## config.mk

```make
export PLATFORM = sky130hd
export DESIGN_NAME = decode_execute_reg_flat
export DESIGN_NICKNAME = d
export VERILOG_FILES = /design/src/rtl/pipeline_pkg.sv /design/src/rtl/decode_execute_reg_if.sv /design/src/rtl/sat_counter.sv /design/src/rtl/decode_execute_reg.sv /design/src/flat_wrapper.sv
export SDC_FILE = /design/constraint.sdc
export NUM_CORES = 1
export LEC_CHECK = 0
export BUFFER_PORTS_ARGS = -buffer_cell sky130_fd_sc_hd__buf_2
export CORE_AREA = 2 2 185 187
export DETAILED_ROUTE_END_ITERATION = 8
export DIE_AREA = 0 0 187 189
export PLACE_DENSITY_LB_ADDON = 0.2
export REMOVE_ABC_BUFFERS = 1
export SLEW_MARGIN = 20
export SYNTH_ARGS = -nofsm -noshare
export SYNTH_HDL_FRONTEND = slang
export SYNTH_SLANG_ARGS = --single-unit
```

## constraint.sdc

```tcl
create_clock -name clk -period 1 [get_ports clk]
set_clock_uncertainty 0.15 [all_clocks]
set_input_delay 0.2 -clock clk [delete_from_list [all_inputs] [get_ports clk]]
set_output_delay 0.2 -clock clk [all_outputs]
set_load 0.01 [all_outputs]
```

## src/rtl/pipeline_pkg.sv

```systemverilog
// -----------------------------------------------------------------------------
// pipeline_pkg
// Shared pipeline definitions: the decoded control bundle carried from decode
// to execute, RV32I major opcodes, writeback-select and memory-access codes.
// No ports; imported with `import pipeline_pkg::*;`.
// -----------------------------------------------------------------------------
package pipeline_pkg;

   // RV32I major opcodes (instr[6:0])
   localparam logic [6:0] OP_R      = 7'b0110011;
   localparam logic [6:0] OP_I      = 7'b0010011;
   localparam logic [6:0] OP_LOAD   = 7'b0000011;
   localparam logic [6:0] OP_STORE  = 7'b0100011;
   localparam logic [6:0] OP_BRANCH = 7'b1100011;
   localparam logic [6:0] OP_JAL    = 7'b1101111;
   localparam logic [6:0] OP_JALR   = 7'b1100111;
   localparam logic [6:0] OP_LUI    = 7'b0110111;
   localparam logic [6:0] OP_AUIPC  = 7'b0010111;

   // Writeback result select
   localparam logic [1:0] RES_ALU = 2'b00;
   localparam logic [1:0] RES_MEM = 2'b01;
   localparam logic [1:0] RES_PC4 = 2'b10;

   // Memory access size/sign (follows funct3 of loads/stores)
   localparam logic [2:0] MEM_B  = 3'b000;
   localparam logic [2:0] MEM_H  = 3'b001;
   localparam logic [2:0] MEM_W  = 3'b010;
   localparam logic [2:0] MEM_BU = 3'b100;
   localparam logic [2:0] MEM_HU = 3'b101;

   // Decoded control bundle for one instruction slot
   typedef struct packed {
      logic       regwrite;
      logic       memwrite;
      logic       memread;
      logic       alusrc;
      logic       jump;
      logic       branch;
      logic       jalr;
      logic [1:0] resultsrc;
      logic [2:0] aluop;
      logic [2:0] immsrc;
      logic [2:0] memctrl;
      logic [2:0] funct3;
      logic       funct7b5;
   } ctrl_t;

endpackage

```

## src/rtl/decode_execute_reg_if.sv

```systemverilog
// -----------------------------------------------------------------------------
// decode_execute_reg_if
// Bundle between decode stage / hazard unit (master) and the ID/EX register
// (slave). Master drives the D-side fields plus stallE/flushE and observes the
// registered E-side copies; slave is the opposite direction.
// -----------------------------------------------------------------------------
interface decode_execute_reg_if #(
   parameter int XLEN   = 32,
   parameter int REG_AW = 5
);
   // hazard-unit controls
   logic              stallE, flushE;
   // decode side
   logic              validD;
   logic              regwriteD, memwriteD, memreadD, alusrcD, jumpD, branchD, jalrD;
   logic [1:0]        resultsrcD;
   logic [2:0]        aluopD, immsrcD, memctrlD, funct3D;
   logic              funct7b5D;
   logic [XLEN-1:0]   rd1D, rd2D, pcD, immextD, pcplus4D;
   logic [REG_AW-1:0] rs1D, rs2D, rdD;
   // execute side
   logic              validE;
   logic              regwriteE, memwriteE, memreadE, alusrcE, jumpE, branchE, jalrE;
   logic [1:0]        resultsrcE;
   logic [2:0]        aluopE, immsrcE, memctrlE, funct3E;
   logic              funct7b5E;
   logic [XLEN-1:0]   rd1E, rd2E, pcE, immextE, pcplus4E;
   logic [REG_AW-1:0] rs1E, rs2E, rdE;

   modport master (
      output stallE, flushE, validD,
             regwriteD, memwriteD, memreadD, alusrcD, jumpD, branchD, jalrD,
             resultsrcD, aluopD, immsrcD, memctrlD, funct3D, funct7b5D,
             rd1D, rd2D, pcD, immextD, pcplus4D, rs1D, rs2D, rdD,
      input  validE,
             regwriteE, memwriteE, memreadE, alusrcE, jumpE, branchE, jalrE,
             resultsrcE, aluopE, immsrcE, memctrlE, funct3E, funct7b5E,
             rd1E, rd2E, pcE, immextE, pcplus4E, rs1E, rs2E, rdE
   );

   modport slave (
      input  stallE, flushE, validD,
             regwriteD, memwriteD, memreadD, alusrcD, jumpD, branchD, jalrD,
             resultsrcD, aluopD, immsrcD, memctrlD, funct3D, funct7b5D,
             rd1D, rd2D, pcD, immextD, pcplus4D, rs1D, rs2D, rdD,
      output validE,
             regwriteE, memwriteE, memreadE, alusrcE, jumpE, branchE, jalrE,
             resultsrcE, aluopE, immsrcE, memctrlE, funct3E, funct7b5E,
             rd1E, rd2E, pcE, immextE, pcplus4E, rs1E, rs2E, rdE
   );
endinterface

```

## src/rtl/sat_counter.sv

```systemverilog
// -----------------------------------------------------------------------------
// sat_counter
// Up-counter that sticks at all-ones instead of wrapping. Only present when
// ID_EX_PERF_EN is defined.
// Ports: clk, rst_n (async active-low), en (count this edge), count (value).
// -----------------------------------------------------------------------------
`ifdef ID_EX_PERF_EN
module sat_counter #(
   parameter int WIDTH = 32
) (
   input  logic             clk,
   input  logic             rst_n,
   input  logic             en,
   output logic [WIDTH-1:0] count
);
   logic [WIDTH-1:0] r_count;

   always_ff @(posedge clk or negedge rst_n) begin
      if (!rst_n)
         r_count <= '0;
      else if (en && (r_count != '1))
         r_count <= r_count + 1'b1;
   end

   assign count = r_count;
endmodule
`endif

```

## src/rtl/decode_execute_reg.sv

```systemverilog
// -----------------------------------------------------------------------------
// decode_execute_reg
// ID/EX pipeline register. Captures decoded control and operands each edge,
// holds on stallE, inserts an all-zero bubble on flushE (flush wins).
// Ports:
//   clk, rst_n     clock, asynchronous active-low reset
//   bus (slave)    D-side inputs, stallE/flushE, registered E-side outputs
//   bubble_cntE    flush-edge count     (only with ID_EX_PERF_EN)
//   stall_cntE     stall-only edge count (only with ID_EX_PERF_EN)
// Optional feature macro: ID_EX_PERF_EN.
// -----------------------------------------------------------------------------
module decode_execute_reg
   import pipeline_pkg::*;
#(
   parameter int XLEN   = 32,
   parameter int REG_AW = 5
) (
   input  logic                 clk,
   input  logic                 rst_n,
   decode_execute_reg_if.slave  bus
`ifdef ID_EX_PERF_EN
   ,
   output logic [31:0]          bubble_cntE,
   output logic [31:0]          stall_cntE
`endif
);

   typedef struct packed {
      logic [XLEN-1:0]   rd1;
      logic [XLEN-1:0]   rd2;
      logic [XLEN-1:0]   pc;
      logic [XLEN-1:0]   immext;
      logic [XLEN-1:0]   pcplus4;
      logic [REG_AW-1:0] rs1;
      logic [REG_AW-1:0] rs2;
      logic [REG_AW-1:0] rd;
   } data_t;

   ctrl_t w_ctrl_d, r_ctrl;
   data_t w_data_d, r_data;
   logic  r_valid;

   // NOTE: every field gets a value on every path, so no latch is inferred.
   always_comb begin
      w_ctrl_d           = '0;
      // Side-effecting bits die with an invalid slot; x0 writes never propagate.
      w_ctrl_d.regwrite  = bus.validD & bus.regwriteD & (bus.rdD != '0);
      w_ctrl_d.memwrite  = bus.validD & bus.memwriteD;
      w_ctrl_d.memread   = bus.validD & bus.memreadD;
      w_ctrl_d.jump      = bus.validD & bus.jumpD;
      w_ctrl_d.branch    = bus.validD & bus.branchD;
      w_ctrl_d.alusrc    = bus.alusrcD;
      w_ctrl_d.jalr      = bus.jalrD;
      w_ctrl_d.resultsrc = bus.resultsrcD;
      w_ctrl_d.aluop     = bus.aluopD;
      w_ctrl_d.immsrc    = bus.immsrcD;
      w_ctrl_d.memctrl   = bus.memctrlD;
      w_ctrl_d.funct3    = bus.funct3D;
      w_ctrl_d.funct7b5  = bus.funct7b5D;

      w_data_d         = '0;
      w_data_d.rd1     = bus.rd1D;
      w_data_d.rd2     = bus.rd2D;
      w_data_d.pc      = bus.pcD;
      w_data_d.immext  = bus.immextD;
      w_data_d.pcplus4 = bus.pcplus4D;
      w_data_d.rs1     = bus.rs1D;
      w_data_d.rs2     = bus.rs2D;
      w_data_d.rd      = bus.rdD;
   end

   // NOTE: state uses non-blocking assignments so every flop samples pre-edge values.
   always_ff @(posedge clk or negedge rst_n) begin
      if (!rst_n) begin
         r_ctrl  <= '0;
         r_data  <= '0;
         r_valid <= 1'b0;
      end else if (bus.flushE) begin
         // Bubble: zeroed indices keep the forwarding unit from matching it.
         r_ctrl  <= '0;
         r_data  <= '0;
         r_valid <= 1'b0;
      end else if (!bus.stallE) begin
         r_ctrl  <= w_ctrl_d;
         r_data  <= w_data_d;
         r_valid <= bus.validD;
      end
   end

   assign bus.validE     = r_valid;
   assign bus.regwriteE  = r_ctrl.regwrite;
   assign bus.memwriteE  = r_ctrl.memwrite;
   assign bus.memreadE   = r_ctrl.memread;
   assign bus.alusrcE    = r_ctrl.alusrc;
   assign bus.jumpE      = r_ctrl.jump;
   assign bus.branchE    = r_ctrl.branch;
   assign bus.jalrE      = r_ctrl.jalr;
   assign bus.resultsrcE = r_ctrl.resultsrc;
   assign bus.aluopE     = r_ctrl.aluop;
   assign bus.immsrcE    = r_ctrl.immsrc;
   assign bus.memctrlE   = r_ctrl.memctrl;
   assign bus.funct3E    = r_ctrl.funct3;
   assign bus.funct7b5E  = r_ctrl.funct7b5;
   assign bus.rd1E       = r_data.rd1;
   assign bus.rd2E       = r_data.rd2;
   assign bus.pcE        = r_data.pc;
   assign bus.immextE    = r_data.immext;
   assign bus.pcplus4E   = r_data.pcplus4;
   assign bus.rs1E       = r_data.rs1;
   assign bus.rs2E       = r_data.rs2;
   assign bus.rdE        = r_data.rd;

`ifdef ID_EX_PERF_EN
   logic w_stall_only;
   assign w_stall_only = bus.stallE & ~bus.flushE;

   sat_counter #(.WIDTH(32)) u_bubble_cnt (
      .clk   (clk),
      .rst_n (rst_n),
      .en    (bus.flushE),
      .count (bubble_cntE)
   );

   sat_counter #(.WIDTH(32)) u_stall_cnt (
      .clk   (clk),
      .rst_n (rst_n),
      .en    (w_stall_only),
      .count (stall_cntE)
   );
`endif

endmodule

```

## src/flat_wrapper.sv

```systemverilog
// flat-port wrapper written by rule: the top's interface ports become plain ports
module decode_execute_reg_flat import pipeline_pkg::*;
#(
   parameter int XLEN   = 32,
   parameter int REG_AW = 5
)
  (clk, rst_n, bus_stallE, bus_flushE, bus_validD, bus_regwriteD, bus_memwriteD, bus_memreadD, bus_alusrcD, bus_jumpD, bus_branchD, bus_jalrD, bus_resultsrcD, bus_aluopD, bus_immsrcD, bus_memctrlD, bus_funct3D, bus_funct7b5D, bus_rd1D, bus_rd2D, bus_pcD, bus_immextD, bus_pcplus4D, bus_rs1D, bus_rs2D, bus_rdD, bus_validE, bus_regwriteE, bus_memwriteE, bus_memreadE, bus_alusrcE, bus_jumpE, bus_branchE, bus_jalrE, bus_resultsrcE, bus_aluopE, bus_immsrcE, bus_memctrlE, bus_funct3E, bus_funct7b5E, bus_rd1E, bus_rd2E, bus_pcE, bus_immextE, bus_pcplus4E, bus_rs1E, bus_rs2E, bus_rdE);
  decode_execute_reg_if #(.XLEN(XLEN), .REG_AW(REG_AW)) bus_i ();
  input  logic clk;
  input  logic rst_n;
  input wire logic [$bits(bus_i.stallE)-1:0] bus_stallE;
  input wire logic [$bits(bus_i.flushE)-1:0] bus_flushE;
  input wire logic [$bits(bus_i.validD)-1:0] bus_validD;
  input wire logic [$bits(bus_i.regwriteD)-1:0] bus_regwriteD;
  input wire logic [$bits(bus_i.memwriteD)-1:0] bus_memwriteD;
  input wire logic [$bits(bus_i.memreadD)-1:0] bus_memreadD;
  input wire logic [$bits(bus_i.alusrcD)-1:0] bus_alusrcD;
  input wire logic [$bits(bus_i.jumpD)-1:0] bus_jumpD;
  input wire logic [$bits(bus_i.branchD)-1:0] bus_branchD;
  input wire logic [$bits(bus_i.jalrD)-1:0] bus_jalrD;
  input wire logic [$bits(bus_i.resultsrcD)-1:0] bus_resultsrcD;
  input wire logic [$bits(bus_i.aluopD)-1:0] bus_aluopD;
  input wire logic [$bits(bus_i.immsrcD)-1:0] bus_immsrcD;
  input wire logic [$bits(bus_i.memctrlD)-1:0] bus_memctrlD;
  input wire logic [$bits(bus_i.funct3D)-1:0] bus_funct3D;
  input wire logic [$bits(bus_i.funct7b5D)-1:0] bus_funct7b5D;
  input wire logic [$bits(bus_i.rd1D)-1:0] bus_rd1D;
  input wire logic [$bits(bus_i.rd2D)-1:0] bus_rd2D;
  input wire logic [$bits(bus_i.pcD)-1:0] bus_pcD;
  input wire logic [$bits(bus_i.immextD)-1:0] bus_immextD;
  input wire logic [$bits(bus_i.pcplus4D)-1:0] bus_pcplus4D;
  input wire logic [$bits(bus_i.rs1D)-1:0] bus_rs1D;
  input wire logic [$bits(bus_i.rs2D)-1:0] bus_rs2D;
  input wire logic [$bits(bus_i.rdD)-1:0] bus_rdD;
  output wire logic [$bits(bus_i.validE)-1:0] bus_validE;
  output wire logic [$bits(bus_i.regwriteE)-1:0] bus_regwriteE;
  output wire logic [$bits(bus_i.memwriteE)-1:0] bus_memwriteE;
  output wire logic [$bits(bus_i.memreadE)-1:0] bus_memreadE;
  output wire logic [$bits(bus_i.alusrcE)-1:0] bus_alusrcE;
  output wire logic [$bits(bus_i.jumpE)-1:0] bus_jumpE;
  output wire logic [$bits(bus_i.branchE)-1:0] bus_branchE;
  output wire logic [$bits(bus_i.jalrE)-1:0] bus_jalrE;
  output wire logic [$bits(bus_i.resultsrcE)-1:0] bus_resultsrcE;
  output wire logic [$bits(bus_i.aluopE)-1:0] bus_aluopE;
  output wire logic [$bits(bus_i.immsrcE)-1:0] bus_immsrcE;
  output wire logic [$bits(bus_i.memctrlE)-1:0] bus_memctrlE;
  output wire logic [$bits(bus_i.funct3E)-1:0] bus_funct3E;
  output wire logic [$bits(bus_i.funct7b5E)-1:0] bus_funct7b5E;
  output wire logic [$bits(bus_i.rd1E)-1:0] bus_rd1E;
  output wire logic [$bits(bus_i.rd2E)-1:0] bus_rd2E;
  output wire logic [$bits(bus_i.pcE)-1:0] bus_pcE;
  output wire logic [$bits(bus_i.immextE)-1:0] bus_immextE;
  output wire logic [$bits(bus_i.pcplus4E)-1:0] bus_pcplus4E;
  output wire logic [$bits(bus_i.rs1E)-1:0] bus_rs1E;
  output wire logic [$bits(bus_i.rs2E)-1:0] bus_rs2E;
  output wire logic [$bits(bus_i.rdE)-1:0] bus_rdE;
  assign bus_i.stallE = bus_stallE;
  assign bus_i.flushE = bus_flushE;
  assign bus_i.validD = bus_validD;
  assign bus_i.regwriteD = bus_regwriteD;
  assign bus_i.memwriteD = bus_memwriteD;
  assign bus_i.memreadD = bus_memreadD;
  assign bus_i.alusrcD = bus_alusrcD;
  assign bus_i.jumpD = bus_jumpD;
  assign bus_i.branchD = bus_branchD;
  assign bus_i.jalrD = bus_jalrD;
  assign bus_i.resultsrcD = bus_resultsrcD;
  assign bus_i.aluopD = bus_aluopD;
  assign bus_i.immsrcD = bus_immsrcD;
  assign bus_i.memctrlD = bus_memctrlD;
  assign bus_i.funct3D = bus_funct3D;
  assign bus_i.funct7b5D = bus_funct7b5D;
  assign bus_i.rd1D = bus_rd1D;
  assign bus_i.rd2D = bus_rd2D;
  assign bus_i.pcD = bus_pcD;
  assign bus_i.immextD = bus_immextD;
  assign bus_i.pcplus4D = bus_pcplus4D;
  assign bus_i.rs1D = bus_rs1D;
  assign bus_i.rs2D = bus_rs2D;
  assign bus_i.rdD = bus_rdD;
  assign bus_validE = bus_i.validE;
  assign bus_regwriteE = bus_i.regwriteE;
  assign bus_memwriteE = bus_i.memwriteE;
  assign bus_memreadE = bus_i.memreadE;
  assign bus_alusrcE = bus_i.alusrcE;
  assign bus_jumpE = bus_i.jumpE;
  assign bus_branchE = bus_i.branchE;
  assign bus_jalrE = bus_i.jalrE;
  assign bus_resultsrcE = bus_i.resultsrcE;
  assign bus_aluopE = bus_i.aluopE;
  assign bus_immsrcE = bus_i.immsrcE;
  assign bus_memctrlE = bus_i.memctrlE;
  assign bus_funct3E = bus_i.funct3E;
  assign bus_funct7b5E = bus_i.funct7b5E;
  assign bus_rd1E = bus_i.rd1E;
  assign bus_rd2E = bus_i.rd2E;
  assign bus_pcE = bus_i.pcE;
  assign bus_immextE = bus_i.immextE;
  assign bus_pcplus4E = bus_i.pcplus4E;
  assign bus_rs1E = bus_i.rs1E;
  assign bus_rs2E = bus_i.rs2E;
  assign bus_rdE = bus_i.rdE;
  decode_execute_reg #(.XLEN(XLEN), .REG_AW(REG_AW)) u_core (.clk(clk), .rst_n(rst_n), .bus(bus_i));
endmodule
```

==> results of run 1 <==
==> through the flow <==
stage,util,setup TNS [ps]
floorplan,-,-155
global placement,0.329,-38970
detailed placement,0.329,-40410
CTS,0.425,-71480
global route,0.442,-74960
finish,0.442,-63250
==> registers in the layout, indices dropped and copies added, names as in the netlist, 2 cells and up <==
| register | cells |
|---|---|
| u_core.bus.aluopE | 3 |
| u_core.bus.funct3E | 3 |
| u_core.bus.immextE | 32 |
| u_core.bus.immsrcE | 3 |
| u_core.bus.memctrlE | 3 |
| u_core.bus.pcE | 32 |
| u_core.bus.pcplus4E | 32 |
| u_core.bus.rd1E | 32 |
| u_core.bus.rd2E | 32 |
| u_core.bus.rdE | 5 |
| u_core.bus.resultsrcE | 2 |
| u_core.bus.rs1E | 5 |
| u_core.bus.rs2E | 5 |
==> where the power goes <==
part	switching, mW	internal [mW]	total [mW]
sequential	0.281	8.45	8.73
combinational	1.59	2.22	3.80
clock	3.21	4.70	7.91
total	5.08	15.4	20.4
==> area by class of cell <==
type,instances,area [um^2]
Clock buffer,19,433
Clock inverter,11,220
Fill cell,3139,18600
Multi-Input combinational cell,403,2760
Sequential cell,198,4950
Tap cell,448,561
Timing Repair Buffer,731,5790
==> layer usage <==
metal,vias to the layer above,routed length [um],track usage
li1,3550,-,-
met1,3538,10800,0.172
met2,247,13700,0.262
met3,24,1680,0.0445
met4,0,454,0.0546
met5,-,0,0
==> logic make-up (layout without fill, tap and decap cells) <==
group,count (synthesis),after routing,share of synthesized area
multiplexers,193,193,0.235
buffers and inverters,45,761,0.0624
AND/OR/NAND/NOR,204,204,0.0961
AO/OA/AOI/OAI,6,6,0.00365
flip-flops,198,198,0.603
==> cell usage in the layout, fill, tap and decap left out <==
master / n
or4_4: 1
nor2_1: 193
mux2i_1: 192
buf_6: 94
inv_6: 4
mux2i_2: 1
o21ai_2: 1
buf_2: 314
buf_8: 1
a21oi_1: 5
bufinv_16: 6
and3b_1: 1
nand3b_1: 4
clkbuf_1: 2
nand2_1: 5
clkbuf_8: 1
dlygate4sd3_1: 198
clkinv_2: 1
buf_4: 105
dfrtp_1: 198
clkbuf_16: 17
buf_12: 18
==> path summary, 6_finish.rpt <==
| check | start | to | slack [ps] | depth (start not counted) |
|---|---|---|---|---|
| min in group asynchronous | rst_n | u_core.bus.immextE[30] | 20 | 2 |
| hold / removal | bus_rdD[1] | u_core.bus.rdE[1] | -40 | 4 |
| max in group asynchronous | rst_n | u_core.bus.pcplus4E[21] | 200 | 3 |
| setup reg to reg | u_core.bus.pcplus4E[22] | u_core.bus.pcplus4E[22] | -110 | 4 |
| setup / recovery | u_core.bus.immsrcE[0] | bus_immsrcE[0] | -360 | 1 |
| hold reg to reg | u_core.bus.rd2E[0] | u_core.bus.rd2E[0] | 370 | 2 |
==> what timing repair did <==
| action | 4_1_cts | 5_1_grt |
|---|---|---|
| gates resized for setup | 77 | 40 |
| pin swaps | 0 | 11 |
| endpoints found under the setup margin | 198 | 214 |
| buffers inserted | 22 | 56 |
| hold buffers | 201 | 2 |
| hold endpoints to repair | 396 | 2 |
==> out/results.ini, run 1 <==
[routing]
vias = 7359
first_pass_iters = 4
avgViaCountPerCell = 4.07
totalWireLength_mm = 26.7
drc = 0
drt-initial-drc-count = 166
antenna_left = 0
detail_route.wl_per_cell_um = 14.7

[cts]
cts-root-buf = clkbuf_16
clk_pin_slew_ps = 80
tritoncts = done
htree_levels = 4
clock_path_buffers = 2
clk_latency_ps = 440
numCtsBuffers = 17
clock_sinks = 198

[critical_path]
worstPathCellList = buf_2
path_buf_inv = 1
crit_fanout = 2
cp.arrival_ps = 1010
crit_path_start_kind = flip-flop
crit_family = flip-flops
critPathCaptureType = output port
slowest_delay_ps = 410
critical_path_class = reg2out
critical_path_required_ps = 650
cpMaxStageDelayCell = dfrtp_1

[floorplanning]
coreArea_um2 = 33300
start_util = 0.247
chipHeight_um = 189
die_w_um = 187
die_area_um2 = 35300
io-pin-count = 400
rows = 67

[global_route]
grt_pass1_wl_mm = 41.7
grt_antenna_before_repair = 0
grt_pass1_vias = 7753
overflow = 0
grt_max_degree = 42
gr-usage-all-layers = 0.149

[final_layout]
area_delta_synth_final_pct = 79.1
nets = 1553
drive_gt1_frac = 0.414
antennaDiodeCount = 0
layout.cells.non_filler = 1810
fin_area_um2 = 14700

[placement]
port_buffers = 399
dp_slack_ps = -307
placed_area_um2 = 10900
dp_hpwl_mm = 18.1
gp_congestion = 0.742
placed_cells = 1506

[status]
violations = hold timing, setup timing
status = complete, but fails checks

[synthesis]
synth_top_area_frac = 0.603
yosys-top-cells-area = dfrtp_1, mux2i_1, nor2_1, buf_12, buf_2
synth.avg_cell_area_um2 = 12.7
synthTopCellsByCount = dfrtp_1, mux2i_1, nor2_1, buf_12, buf_2
synth_area_um2 = 8220
synth_most_common_cell = dfrtp_1
ys_types = 14
synth-edff-count = 0
yosysTopAreaCell = dfrtp_1
yosys_warnings = 0
yosysSeqAreaShare = 0.603
ys_ff_latch = 198
synthArstFlopShare = 1.00
syn_inst = 646
synth_ff_type = dfrtp_1

[timing]
hold_violations = 2
finalWorstSetupSlack_ps = -360
fmax_mhz = 735
holdWs_ps = -37.1
relSlewSlack = 0.778
worst_pin_slew_ps = 332
rsz0062_at_grt = yes
drv_slew = 0
setup_viol = 204
finalCritPeriodShare = 1.36
period_minus_slack_ps = 1360

[pwr]
peakVddDrop_v = 0.00107
p_per_area_nw_per_um2 = 1390
static-leakage-power_nw = 7.95
finalPower_mw = 20.4

[job]
maxCapViolations = 0

[min_path]
min_path_type = in2reg

Note: power is estimated with default switching activity, not from simulation.
==> run 2, diff against run 1 <==
--- a/config.mk
+++ b/config.mk
@@ -10,7 +10,9 @@
 export DETAILED_ROUTE_END_ITERATION = 8
 export DIE_AREA = 0 0 187 189
 export PLACE_DENSITY_LB_ADDON = 0.2
+export RECOVER_POWER = 100
 export REMOVE_ABC_BUFFERS = 1
+export SKIP_LAST_GASP = 1
 export SLEW_MARGIN = 20
 export SYNTH_ARGS = -nofsm -noshare
 export SYNTH_HDL_FRONTEND = slang
==> out/results.ini, run 2 (synthesis gave the netlist of run 1 again) <==
[status]
violations = hold timing, setup timing
status = complete, but fails checks

[critical_path]
crit_path_start_kind = primary input
critPathCaptureType = flip-flop
critical_path_required_ps = 1190
cp.arrival_ps = 1590
crit_fanout = 2
critical_path_class = in2reg

[routing]
drc = 0
totalWireLength_mm = 26.7
detail_route.wl_per_cell_um = 14.7
drt-initial-drc-count = 180
vias = 7362
antenna_left = 0
avgViaCountPerCell = 4.07
first_pass_iters = 4

[global_route]
grt_max_degree = 42
overflow = 0
grt_pass1_wl_mm = 41.7
grt_pass1_vias = 7753
use_met1 = 0.172
grt_use_met2 = 0.262
busiest_layer = met2
use_met3 = 0.0445
gr-usage-all-layers = 0.149
grt_antenna_before_repair = 0

[timing]
fmax_mhz = 712
final.setup.tns_ps = -67420
hold_violations = 2
worst_pin_slew_ps = 581
setup_viol = 371
period_minus_slack_ps = 1400
relSlewSlack = 0.613
finalWorstSetupSlack_ps = -404
holdWs_ps = -38.7
finalCritPeriodShare = 1.40
rsz0062_at_grt = yes
drv_slew = 0

[floorplanning]
io-pin-count = 400
start_util = 0.247
die_w_um = 187
die_area_um2 = 35300
rows = 67
chipHeight_um = 189
coreArea_um2 = 33300

[placement]
port_buffers = 399
placed_cells = 1506
dp_hpwl_mm = 18.1
gp_congestion = 0.742
dp_slack_ps = -307

[pwr]
peakVddDrop_v = 0.00106
p_per_area_nw_per_um2 = 1390
static-leakage-power_nw = 7.92

[final_layout]
final_cell_mix = buf_2, dlygate4sd3_1, dfrtp_1, nor2_1, mux2i_1
layout_commonest_cell = buf_2
nets = 1552
fillers = 3146
layout.cells.non_filler = 1809
antennaDiodeCount = 0
drive_gt1_frac = 0.412
area_delta_synth_final_pct = 78.7
postLayoutCoreUtil = 0.441

[cts]
tritoncts = done
htree_levels = 4
numCtsBuffers = 17
clock_path_buffers = 2
clk_latency_ps = 440
clk_pin_slew_ps = 80
cts-root-buf = clkbuf_16
clock_sinks = 198

[job]
maxCapViolations = 0

[min_path]
min_path_type = in2reg

==> run 2: cell count changes in the layout (fill, tap and decap cells not counted), sizes merged <==
cell | before | now
clkbuf | 20 | 46
dlygate4sd3 | 198 | 200
buf | 532 | 503
==> run 2: layout make-up <==
cell class,instances,area [um^2],area share
sequential,198,4950,0.337
clock buffer,19,433,0.0295
timing repair buffer,730,5760,0.392
multi-input combinational,403,2760,0.188
clock inverter,11,220,0.0150
tap,448,561,0.0382
==> run 2: worst paths after layout <==
check | startpoint | end | slack, ps | depth (start not counted)
min in group asynchronous | rst_n | u_core.bus.immextE[30] | 130 | 2
min reg2reg | u_core.bus.rd2E[0] | u_core.bus.rd2E[0] | 370 | 2
max in group asynchronous | rst_n | u_core.bus.pcplus4E[21] | -60 | 3
min | bus_rdD[1] | u_core.bus.rdE[1] | -40 | 4
max reg2reg | u_core.bus.pcplus4E[22] | u_core.bus.pcplus4E[22] | -110 | 4
max | bus_rdD[3] | u_core.bus.regwriteE | -400 | 5
==> run 2: layer usage <==
metal / wire length [um] / up-vias
met5: 0 / -
met4: 454 / 0
met3: 1740 / 24
met2: 13700 / 247
met1: 10800 / 3550
li1: - / 3541
==> run 2: power by group <==
part / leakage, nW / switching, mW / internal, mW
combinational: 4.98 / 1.58 / 2.20
sequential: 2.63 / 0.280 / 8.45
clock: 0.319 / 3.21 / 4.70
total: 7.92 / 5.07 / 15.3
==> run 2: repair_timing <==
action,in CTS,in global routing
endpoints found under the hold margin,396,1
resized for setup,77,36
hold buffers,201,1
pin swaps,0,8
setup endpoints to repair,198,214
setup buffers,22,56
==> run 2: critical path, cell delays in order <==
cell and delay, ps:
buf_2 100, dlygate4sd3_1 560, or4_4 540, o21ai_2 130, a21oi_1 70
==> run 2: stage by stage <==
step                      cell area (um^2)  total power, mW
after CTS                            14200             20.5
after global placement               10900             11.5
after detailed placement             10900             11.6
after floorplan                       7710             9.72
final                                14700             20.4
after global routing                 14700             21.4
